[src/rtl/io_bus_master.sv]
// MMIO initiator: turns MEM-stage load/store requests into timed IO_BUS strobes.
// Optional one-entry posted-write buffer enabled by defining IO_POSTED_WRITE_EN.
module io_bus_master #(
    parameter logic [15:0] IO_HI   = 16'hFFFF,
    parameter int unsigned RD_LAT  = 2,
    parameter int unsigned WR_HOLD = 1
) (
    input  logic        i_clk,
    input  logic        i_rstn,
    input  logic        i_req_valid,
    input  logic        i_req_we,
    input  logic [31:0] i_req_addr,
    input  logic [31:0] i_req_wdata,
    output logic        o_req_ready,
    output logic        o_stall,
    output logic        o_rsp_valid,
    output logic [31:0] o_rsp_rdata,
    output logic        o_rsp_err,
    output logic [15:0] o_io_addr,
    output logic [31:0] o_io_dout,
    output logic        o_io_we,
    output logic        o_io_rd,
    input  logic [31:0] i_io_din
);

    localparam int unsigned MaxLat = (RD_LAT > WR_HOLD) ? RD_LAT : WR_HOLD;
    localparam int unsigned CntW   = (MaxLat > 1) ? $clog2(MaxLat) : 1;
    localparam logic [CntW-1:0] RdInit = CntW'(RD_LAT - 1);
    localparam logic [CntW-1:0] WrInit = CntW'(WR_HOLD - 1);

    typedef enum logic [1:0] {StIdle, StWrite, StRead} state_e;

    state_e            r_state,   w_state_nxt;
    logic [CntW-1:0]   r_cnt,     w_cnt_nxt;
    logic              r_io_we,   w_io_we_nxt;
    logic              r_io_rd,   w_io_rd_nxt;
    logic [15:0]       r_io_addr, w_io_addr_nxt;
    logic [31:0]       r_io_dout, w_io_dout_nxt;
    logic              r_rsp_valid, w_rsp_valid_nxt;
    logic              r_rsp_err,   w_rsp_err_nxt;
    logic [31:0]       r_rsp_rdata, w_rsp_rdata_nxt;

    logic w_err;
    logic w_idle;
    logic w_req_ready;
    logic w_accept;

`ifdef IO_POSTED_WRITE_EN
    logic        r_buf_valid, w_buf_valid_nxt;
    logic [15:0] r_buf_addr,  w_buf_addr_nxt;
    logic [31:0] r_buf_wdata, w_buf_wdata_nxt;
`endif

    assign w_err  = (i_req_addr[31:16] != IO_HI) || (i_req_addr[1:0] != 2'b00);
    assign w_idle = (r_state == StIdle);

`ifdef IO_POSTED_WRITE_EN
    // Good stores only need a free buffer slot; everything else waits for full quiescence.
    assign w_req_ready = (i_req_we && !w_err) ? !r_buf_valid : (!r_buf_valid && w_idle);
`else
    assign w_req_ready = w_idle;
`endif

    assign w_accept = i_req_valid && w_req_ready;

    always_comb begin
        w_state_nxt     = r_state;
        w_cnt_nxt       = r_cnt;
        w_io_we_nxt     = r_io_we;
        w_io_rd_nxt     = r_io_rd;
        w_io_addr_nxt   = r_io_addr;
        w_io_dout_nxt   = r_io_dout;
        w_rsp_valid_nxt = 1'b0;
        w_rsp_err_nxt   = 1'b0;
        w_rsp_rdata_nxt = 32'h0;
`ifdef IO_POSTED_WRITE_EN
        w_buf_valid_nxt = r_buf_valid;
        w_buf_addr_nxt  = r_buf_addr;
        w_buf_wdata_nxt = r_buf_wdata;
`endif

        unique case (r_state)
            StIdle: begin
                if (w_accept) begin
                    if (w_err) begin
                        w_rsp_valid_nxt = 1'b1;
                        w_rsp_err_nxt   = 1'b1;
                    end else if (i_req_we) begin
                        w_state_nxt   = StWrite;
                        w_cnt_nxt     = WrInit;
                        w_io_we_nxt   = 1'b1;
                        w_io_addr_nxt = i_req_addr[15:0];
                        w_io_dout_nxt = i_req_wdata;
`ifdef IO_POSTED_WRITE_EN
                        w_rsp_valid_nxt = 1'b1;
`endif
                    end else begin
                        w_state_nxt   = StRead;
                        w_cnt_nxt     = RdInit;
                        w_io_rd_nxt   = 1'b1;
                        w_io_addr_nxt = i_req_addr[15:0];
                    end
                end
            end
            StWrite: begin
                if (r_cnt == '0) begin
                    w_state_nxt = StIdle;
                    w_io_we_nxt = 1'b0;
`ifdef IO_POSTED_WRITE_EN
                    w_rsp_valid_nxt = 1'b0;
`else
                    w_rsp_valid_nxt = 1'b1;
`endif
                end else begin
                    w_cnt_nxt = r_cnt - 1'b1;
                end
            end
            StRead: begin
                if (r_cnt == '0) begin
                    w_state_nxt     = StIdle;
                    w_io_rd_nxt     = 1'b0;
                    w_rsp_valid_nxt = 1'b1;
                    w_rsp_rdata_nxt = i_io_din;
                end else begin
                    w_cnt_nxt = r_cnt - 1'b1;
                end
            end
            default: w_state_nxt = StIdle;
        endcase

`ifdef IO_POSTED_WRITE_EN
        // Store arriving while the bus is busy is parked and acked immediately.
        if (w_accept && i_req_we && !w_err && !w_idle) begin
            w_buf_valid_nxt = 1'b1;
            w_buf_addr_nxt  = i_req_addr[15:0];
            w_buf_wdata_nxt = i_req_wdata;
            w_rsp_valid_nxt = 1'b1;
        end
        if (w_idle && r_buf_valid) begin
            w_state_nxt     = StWrite;
            w_cnt_nxt       = WrInit;
            w_io_we_nxt     = 1'b1;
            w_io_addr_nxt   = r_buf_addr;
            w_io_dout_nxt   = r_buf_wdata;
            w_buf_valid_nxt = 1'b0;
        end
`endif
    end

    always_ff @(posedge i_clk) begin
        if (!i_rstn) begin
            r_state     <= StIdle;
            r_cnt       <= '0;
            r_io_we     <= 1'b0;
            r_io_rd     <= 1'b0;
            r_io_addr   <= 16'h0;
            r_io_dout   <= 32'h0;
            r_rsp_valid <= 1'b0;
            r_rsp_err   <= 1'b0;
            r_rsp_rdata <= 32'h0;
`ifdef IO_POSTED_WRITE_EN
            r_buf_valid <= 1'b0;
            r_buf_addr  <= 16'h0;
            r_buf_wdata <= 32'h0;
`endif
        end else begin
            r_state     <= w_state_nxt;
            r_cnt       <= w_cnt_nxt;
            r_io_we     <= w_io_we_nxt;
            r_io_rd     <= w_io_rd_nxt;
            r_io_addr   <= w_io_addr_nxt;
            r_io_dout   <= w_io_dout_nxt;
            r_rsp_valid <= w_rsp_valid_nxt;
            r_rsp_err   <= w_rsp_err_nxt;
            r_rsp_rdata <= w_rsp_rdata_nxt;
`ifdef IO_POSTED_WRITE_EN
            r_buf_valid <= w_buf_valid_nxt;
            r_buf_addr  <= w_buf_addr_nxt;
            r_buf_wdata <= w_buf_wdata_nxt;
`endif
        end
    end

    assign o_req_ready = w_req_ready;
    assign o_stall     = i_req_valid && !w_req_ready;
    assign o_rsp_valid = r_rsp_valid;
    assign o_rsp_rdata = r_rsp_rdata;
    assign o_rsp_err   = r_rsp_err;
    assign o_io_addr   = r_io_addr;
    assign o_io_dout   = r_io_dout;
    assign o_io_we     = r_io_we;
    assign o_io_rd     = r_io_rd;

endmodule

[config.mk]
export PLATFORM = sky130hd
export DESIGN_NAME = io_bus_master
export DESIGN_NICKNAME = d
export VERILOG_FILES = /design/src/rtl/io_bus_master.sv
export SDC_FILE = /design/constraint.sdc
export NUM_CORES = 1
export LEC_CHECK = 0
export CAP_MARGIN = 20
export CORE_ASPECT_RATIO = 0.5
export CORE_MARGIN = 3
export CORE_UTILIZATION = 39
export DETAILED_ROUTE_END_ITERATION = 6
export GPL_TIMING_DRIVEN = 0
export HOLD_SLACK_MARGIN = 0.08
export PLACE_DENSITY = 0.81
export RECOVER_POWER = 25
export SKIP_LAST_GASP = 1
export SLEW_MARGIN = 25
export SYNTH_ARGS = -nofsm -noshare
export SYNTH_HDL_FRONTEND = slang
export SYNTH_SLANG_ARGS = --single-unit
[constraint.sdc]
create_clock -name i_clk -period 2.1 [get_ports i_clk]
set_input_delay 0.525 -clock i_clk [delete_from_list [all_inputs] [get_ports i_clk]]
set_output_delay 0.525 -clock i_clk [all_outputs]
set_load 0.03 [all_outputs]
==> metrics.cfg <==
[outcome]
status = finished clean

[floorplan]
floorplan.die_area_um2 = 9818
initial_core_util_pct = 41.04
core_um2 = 8173
die_w_um = 137.2
rows = 23
fp.dieH_um = 71.58
ioPinCount = 186

[timing]
slew-limit-headroom_pct = 67.96
fin_tns_setup_ps = 0
holdWs_ps = 472.2
slew_violations = 0
finalSetupViolCount = 0
period_needed_ps = 2034
fin_skew_ps = 4.581
finalCritPeriodShare_pct = 96.86
hold_viol_final = 0
rsz0062_at_grt = yes
clock.fmax_ghz = 0.4917
worstMarginPinSlew_ps = 478.9

[power_and_ir_drop]
vdd_drop_max_uv = 412.8
power.leakage_nw = 2.032
p_per_area_nw_per_um2 = 610.2
power_mw = 3.439

[global_route]
met2_usage_pct = 34.62
grtUsageTotal_pct = 20.47
use_met1_pct = 24.24
met3_usage_pct = 8.205
antenna_found_initial = 0
grt_max_degree = 16
grt_first_pass_wirelength_mm = 15.80
grt-busiest-layer = met2
grt_pass1_vias = 3241
grt_overflow = 0

[synth]
yosysUniqueCellTypes = 36
ys_ff_latch = 87
ys_seq_area_share_pct = 51.92
synthCells = 349
syn_area_per_cell_um2 = 9.612
synth_edf_count = 0
syn_area_um2 = 3354
async_flop_share_pct = 0
synth_flop_cell = dfxtp_1
synth_nets = 453
yosys_warnings = 0

[layout]
antenna_cells = 0
synthToLayoutAreaGrowth_pct = 68.00
fill_cells = 656
stdcell_area_um2 = 5635
drive_above_1_share_pct = 6.557
num-nets-final = 648

[worst_setup_path]
critPathKind = in2reg
crit_arrival_ps = 2310
cp.required_ps = 2370
r2r_slack_ps = 140
ff2ff_path_depth = 8
worstPathMaxFanout = 10
rr_endpoint = o_io_addr[7]$_SDFFE_PN0P_
cp-start-kind = primary input
end_kind = register
r2r_start = r_state[0]$_SDFFE_PN0P_
crit_path_start = i_req_addr[17]

[clocking]
clk_latency_ps = 340
cts-root-buf = clkbuf_16
numClockSinks = 87
path_clk_slew_ps = 60
clock_path_buffers = 2
h-tree-depth = 3
numCtsBuffers = 9
postCtsSetupBuffers = 0
cts_tree = yes

[placed_design]
placed_area_um2 = 5346
dp_hpwl_mm = 7.578
port_buffers = 185
finalWeightedCongestion = 0.8264

[route]
post_drt_wl_per_cell_um = 15.03
viasPerCell = 5.003
antenna_left = 0
vias = 3307
drtIter0Drc = 115
routed_wl_mm = 9.933
first_pass_iters = 5
drc = 0

[hold_path]
min_to = o_io_dout[19]$_SDFFE_PN0P_
hold_path.class = reg2reg
hold_depth = 2
hold_start = o_io_dout[19]$_SDFFE_PN0P_

[job]
cap_violations = 0

## sequential cells by signal, indices dropped and copies added (netlist names)
signal       flops
o_io_rd          1
o_rsp_err        1
r_state          2
o_io_dout       32
o_io_we          1
o_rsp_rdata     32
o_rsp_valid      1
r_cnt            1
o_io_addr       16
## routing by layer
layer / share of wire, % / wire, µm / vias up
met1: 41 / 4085 / 1557
met2: 50 / 4940 / 105
met4: 0.97 / 96 / 0
met3: 8.2 / 810 / 11
li1: - / - / 1634
met5: 0 / 0 / -
## layout make-up
type / instances / area [µm²] / share of cell area, %
multi-input cells: 227 / 1455 / 25.82
flip-flops and latches: 87 / 1742 / 30.91
well taps: 112 / 140.1 / 2.487
plain buffers: 29 / 142.6 / 2.531
inverters: 5 / 18.77 / 0.3330
clock buffers: 11 / 252.7 / 4.485
repair buffers: 185 / 1846 / 32.75
clock inverters: 5 / 38.79 / 0.6883
## through the flow
step	setup WS [ps]	cells	utilization, %
floorplan	234.9	349	-
global placement	-369.6	646	65.42
detailed placement	-381.6	646	65.42
CTS	-102.0	662	68.97
global route	-81.67	661	68.95
finish	66.04	661	68.95
## cell families (layout without fill, tap and decap cells)
logic type / count (synthesis) / count (layout) / synth area share, %
AND/OR/NAND/NOR: 118 / 118 / 21.22
buffers and inverters: 35 / 235 / 4.700
multiplexers: 1 / 1 / 0.2984
AO/OA/AOI/OAI: 104 / 104 / 20.37
flip-flops: 87 / 87 / 51.92
adder cells (fa/ha/maj): 4 / 4 / 1.492
## placed cells by master, fill, tap and decap left out, types with 9 or more instances in the layout
cell / netlist / routed
a21boi_0: 12 / 12
a21boi_1: 35 / 35
and2_0: 0 / 15
and2_1: 34 / 19
clkbuf_1: 19 / 16
clkbuf_16: 0 / 9
clkdlybuf4s50_1: 0 / 177
dfxtp_1: 87 / 87
nand3_1: 35 / 35
nand4_1: 19 / 19
o21ai_0: 36 / 36
o21ai_1: 10 / 10
## synth_stat cells, types with 2 or more instances
cell | number | share of area, %
a21boi_0 | 12 | 2.7
a21boi_1 | 35 | 7.8
a41o_1 | 2 | 0.60
and2_1 | 34 | 6.3
and3_1 | 4 | 0.75
and4_1 | 2 | 0.52
buf_2 | 9 | 1.3
buf_6 | 2 | 0.67
clkbuf_1 | 19 | 2.1
dfxtp_1 | 87 | 52
ha_1 | 4 | 1.5
inv_1 | 5 | 0.56
nand2_1 | 8 | 0.90
nand3_1 | 35 | 5.2
nand4_1 | 19 | 3.5
nor2_1 | 4 | 0.45
nor2b_1 | 2 | 0.37
nor3_2 | 2 | 0.60
nor4_1 | 2 | 0.37
o211a_1 | 2 | 0.60
o21ai_0 | 36 | 5.4
o21ai_1 | 10 | 1.5
## critical path, cell delays in order
cell	delay [ps]
clkdlybuf4s50_1	510
nand4bb_4	140
nor2_1	410
clkbuf_1	400
nand4_1	150
a21boi_1	160
## how the worst max path moves through the flow
| stage | to |
|---|---|
| after global placement | o_stall |
| after global routing | o_io_addr[7]$_SDFFE_PN0P_ |
| after detailed placement | o_stall |
| final | o_io_addr[7]$_SDFFE_PN0P_ |
| after floorplan | o_io_dout[12]$_SDFFE_PN0P_ |
| after CTS | o_stall |
## what timing repair did
item,in CTS,in global routing
endpoints found under the setup margin,9,29
resized for setup,3,7
hold buffers,0,0
## power breakdown
part	switching, mW	internal, mW	total (mW)
Clock	0.660	0.876	1.54
Sequential	0.000415	1.65	1.65
Combinational	0.0643	0.186	0.251
Total	0.724	2.71	3.44
Note: power is estimated with default switching activity, not from simulation.
